--- config.mk ---
export PLATFORM = sky130hd
export DESIGN_NAME = dds_sine_core
export DESIGN_NICKNAME = d
export VERILOG_FILES = /design/src/rtl/dds_sine_core.sv
export SDC_FILE = /design/constraint.sdc
export NUM_CORES = 1
export LEC_CHECK = 0
export CAP_MARGIN = 20
export CORE_MARGIN = 5
export CORE_UTILIZATION = 50
export DETAILED_ROUTE_END_ITERATION = 16
export PLACE_DENSITY = 0.74
export REMOVE_ABC_BUFFERS = 1
export SLEW_MARGIN = 10
export SYNTH_ARGS = -nofsm -noshare
export SYNTH_HDL_FRONTEND = slang
export SYNTH_SLANG_ARGS = --single-unit
--- constraint.sdc ---
create_clock -name clk -period 4.4 [get_ports clk]
set_input_delay 0.88 -clock clk [delete_from_list [all_inputs] [get_ports clk]]
set_output_delay 0.88 -clock clk [all_outputs]
set_load 0.01 [all_outputs]
--- src/rtl/dds_sine_core.sv ---
// Single-channel DDS: 32-bit phase accumulator feeding a quarter-wave sine ROM.
// Phase -> address register -> registered table read gives a 2-clock phase-to-sample lag.
module dds_sine_core (
  input  logic        clk,
  input  logic        reset,
  input  logic [31:0] freq,
  input  logic [31:0] freq_add,
  output logic [15:0] dac_signal,
  output logic [31:0] phase
);

  localparam int QTAB_N = 257;
  localparam int QTAB_W = QTAB_N * 16;
  localparam logic signed [127:0] PI_Q60 = 128'sh3243F6A8885A308D;

  // Builds trunc(32767*sin(pi*k/512)) for k = 0..256 with Q60 Taylor series;
  // results within 2^-30 below an integer are rounded up so sin(pi/2) lands on 32767.
  function automatic logic [QTAB_W-1:0] build_qtab();
    logic [QTAB_W-1:0]   tab;
    logic signed [127:0] x;
    logic signed [127:0] x2;
    logic signed [127:0] term;
    logic signed [127:0] sum;
    logic signed [127:0] prod;
    logic signed [127:0] val;
    tab = '0;
    for (int k = 0; k < QTAB_N; k++) begin
      x    = $signed((128'(k) * PI_Q60) >> 9);
      x2   = (x * x) >>> 60;
      term = x;
      sum  = x;
      for (int n = 1; n <= 14; n++) begin
        term = -((term * x2) >>> 60);
        term = term / $signed(128'(2 * n * (2 * n + 1)));
        sum  = sum + term;
      end
      prod = sum * 128'sd32767;
      val  = prod >>> 60;
      if (prod[59:0] > 60'hFFF_FFFF_C000_0000) begin
        val = val + 128'sd1;
      end
      tab[k*16 +: 16] = val[15:0];
    end
    return tab;
  endfunction

  localparam logic [QTAB_W-1:0] QTAB = build_qtab();

  logic [31:0] step;
  logic [9:0]  addr;
  logic [8:0]  qtab_idx;
  logic [15:0] qtab_mag;
  logic [15:0] sin_val;

  assign step = freq + freq_add;

  // Odd quadrants read the quarter table backwards; the second half-wave is negated.
  always_comb begin
    qtab_idx = addr[8] ? (9'd256 - {1'b0, addr[7:0]}) : {1'b0, addr[7:0]};
    qtab_mag = QTAB[{qtab_idx, 4'b0000} +: 16];
    sin_val  = addr[9] ? (16'd0 - qtab_mag) : qtab_mag;
  end

  always_ff @(posedge clk) begin
    if (reset) begin
      phase      <= 32'h0000_0000;
      addr       <= 10'd0;
      dac_signal <= 16'h0000;
    end else begin
      phase      <= phase + step;
      addr       <= phase[31:22];
      dac_signal <= sin_val;
    end
  end

endmodule

==> impl_metrics.env <==
export IMPL_reg2reg_slack_ps=140
export IMPL_period_minus_slack_ps=4264
export IMPL_ios=114
export IMPL_yosys_warnings=0
export IMPL_startpoint_type="flop"
export IMPL_status="finished, final reports clean"
export IMPL_p_leak_nw=4.805
export IMPL_synthFlopType="dfxtp_1"
export IMPL_yosysTopAreaCell="dfxtp_1"
export IMPL_hold_class="flop to flop"
export IMPL_drt_wl_total_microns=49370
export IMPL_numCtsBuffers=9
export IMPL_cap_violations=0
export IMPL_p_comb_share_pct=83.7
export IMPL_htree_levels=3
export IMPL_pre_cts_ws_ps=-207.4
export IMPL_finalSetupViolations=0
export IMPL_min_from="phase[26]"
export IMPL_multi_input_area_sq_um=8437
export IMPL_grt_pass1_wl_microns=73790
export IMPL_nFillCells=1960
export IMPL_overflow=0
export IMPL_met2_usage_pct=58.60
export IMPL_hold_viol=0
export IMPL_crit_type="flop to flop"
export IMPL_yosysMostFrequentCell="nor2_1"
export IMPL_clock_power_share_pct=7.1
export IMPL_critical_path_required_ps=4640
export IMPL_area_delta_synth_final_pct=20.06
export IMPL_clk_latency_ps=340
export IMPL_cts_sinks=58
export IMPL_via_per_inst=7.108
export IMPL_syn_avg_cell_area_sq_um=7.287
export IMPL_end_kind="flop"
export IMPL_gp_congestion=1.075
export IMPL_clockBufferDepth=2
export IMPL_crit_end="dac_signal[14]"
export IMPL_synth_edf_count=0
export IMPL_port_buffers=113
export IMPL_path_clk_slew_ps=60
export IMPL_top_usage_layer="met2"
export IMPL_die_area_sq_um=24080
export IMPL_rsz0062_at_grt="yes"
export IMPL_r2r_start="addr[0]"
export IMPL_worstMarginPinSlew_ps=861.9
export IMPL_synthCells=1446
export IMPL_power_density_nw_per_um2=816.1
export IMPL_post_route_util_pct=60.56
export IMPL_layout_nets=1695
export IMPL_grt_max_degree=52
export IMPL_track_usage_pct=39.33
export IMPL_ant_nets=0
export IMPL_cp_startpoint="addr[0]"
export IMPL_p_seq_share_pct=9.2
export IMPL_drive_above_1_share_pct=13.98
export IMPL_r2r_cells=14
export IMPL_fp_coreArea_sq_um=20890
export IMPL_synthTopCellsByCount="127 x nor2_1, 110 x a21oi_1, 110 x nand2_1"
export IMPL_drtIter0Drc=1980
export IMPL_route_detailed_drc=0
export IMPL_swShare_pct=55.71
export IMPL_dieHeight_microns=155.2
export IMPL_synth_top_cell_area_share_pct=11.02
export IMPL_wl_per_cell_microns=26.91
export IMPL_relSlewSlack_pct=42.54
export IMPL_register_area_sq_um=1169
export IMPL_rows=53
export IMPL_drt_first_pass_iters=6
export IMPL_ys_ff_latch=58
export IMPL_ys_types=116
export IMPL_holdWs_ps=506.4
export IMPL_yosysSeqAreaShare_pct=11.02
export IMPL_arrival_ps=4500
export IMPL_via_count=13043
export IMPL_fin_ws_ps=136.1
export IMPL_start_util_pct=50.44
export IMPL_final_period_utilization_pct=96.91
export IMPL_use_met1_pct=52.47
export IMPL_dpl_hpwl_microns=37690
export IMPL_cts_root_buf="clkbuf_16"
export IMPL_fp_dieW_microns=155.2
export IMPL_async_flop_share_pct=0
export IMPL_power_internal_w=0.004572
export IMPL_fmax_ghz=0.2345
export IMPL_path_max_fanout=35
export IMPL_synth_area_top_cells="dfxtp_1 11%, fa_1 6.1%, a21oi_1 5.2%, ha_1 5.1%, o21ai_0 4.7%"
export IMPL_cts_tree="built"
export IMPL_skew_ps=11.40
export IMPL_netlist_area_sq_um=10540
export IMPL_grt_pass1_vias=12199
export IMPL_p_switching_w=0.005752
export IMPL_use_met3_pct=11.52
export IMPL_antenna_found_initial=2
export IMPL_ir_drop_mv=0.5301
export IMPL_drv_slew=0
export IMPL_reg2reg_to="dac_signal[14]"
[flip-flops by register name, summed over array words and instances (netlist names)]
signal,cells
addr,10
dac_signal,16
phase,32
[critical path: stages (launching register included)]
cell and delay [ps]:
dfxtp_2 330, clkinv_1 60, ha_2 360, buf_12 270, and4b_1 240, a21oi_1 450, nor3b_1 470, o221ai_1 360
a31oi_1 340, o21ai_0 250, nand3_1 280, nor4_4 90, buf_4 180, and3_1 160, o311ai_1 280
[power by group through the flow]
stage                     logic (W)  clock network, W  registers [W]
final                       0.00864          0.000733       0.000954
after CTS                   0.00828          0.000739       0.000955
after global placement      0.00814                 0       0.000957
after global routing        0.00909          0.000769       0.000979
after detailed placement    0.00822                 0       0.000961
after floorplan             0.00482                 0        0.00108
[layout make-up]
type,instances,area share (%)
inverters,39,1.157
repair buffers,243,17.71
multi-input cells,1203,66.70
well taps,275,2.720
clock inverters,6,0.5737
flip-flops and latches,58,9.238
diodes,1,0.01978
clock buffers,10,1.889
[cell families (layout without fill, tap and decap cells)]
kind of cell             count (synthesis)  after routing  synth area share (%)
AO/OA/AOI/OAI                          568            568                 38.29
XOR/XNOR                                35             35                 3.337
adder cells (fa/ha/maj)                 76             76                 11.28
buffers and inverters                  185            298                 9.298
flip-flops                              58             58                 11.02
multiplexers                            24             24                 2.411
other                                    0              1                     0
AND/OR/NAND/NOR                        500            500                 24.37
[layer usage]
metal / wire length (microns) / vias up / part of all wire, %
met5: 0 / - / 0
met4: 2798 / 0 / 5.7
met3: 6855 / 204 / 14
met2: 20950 / 985 / 42
met1: 18770 / 6142 / 38
li1: - / 5712 / -
[what timing repair did]
action                     CTS  global route
resized for setup            0             7
buffers inserted             0             1
setup endpoints to repair    0             7
hold buffers                 0             0
[how the worst min path moves through the flow]
| stage | cells after the start | endpoint | slack, ps |
|---|---|---|---|
| 2_1_floorplan | 2 | dac_signal[1] | 500 |
| 3_3_place_gp | 1 | addr[4] | 500 |
| 3_5_place_dp | 1 | addr[4] | 500 |
| 4_1_cts | 1 | addr[4] | 510 |
| 5_1_grt | 1 | addr[4] | 520 |
| 6_report | 1 | addr[4] | 510 |
[through the flow]
stage / cells / TNS (ps) / power (W) / cell area (sq um)
after detailed placement: 1817 / -556.9 / 0.009182 / 12300
after CTS: 1833 / 0 / 0.009974 / 12610
final: 1835 / 0 / 0.01032 / 12650
after global routing: 1834 / -88.12 / 0.01084 / 12650
after floorplan: 1300 / -33170 / 0.005899 / 9703
after global placement: 1817 / -358.2 / 0.009096 / 12300
[cell usage in the layout, fill, tap and decap left out, types with 26 or more instances in the layout]
| master | instances |
|---|---|
| nor3_1 | 39 |
| a31oi_1 | 35 |
| a21oi_1 | 109 |
| a211oi_1 | 27 |
| buf_4 | 119 |
| o211ai_1 | 26 |
| nand3_1 | 35 |
| nand2b_1 | 28 |
| nand2_1 | 110 |
| nor2_1 | 127 |
| ha_1 | 41 |
| inv_1 | 35 |
| clkdlybuf4s50_1 | 112 |
| nor2b_1 | 42 |
| dfxtp_1 | 54 |
| fa_1 | 32 |
| o21ai_0 | 97 |
No activity file was read; power rests on OpenSTA's default activity.
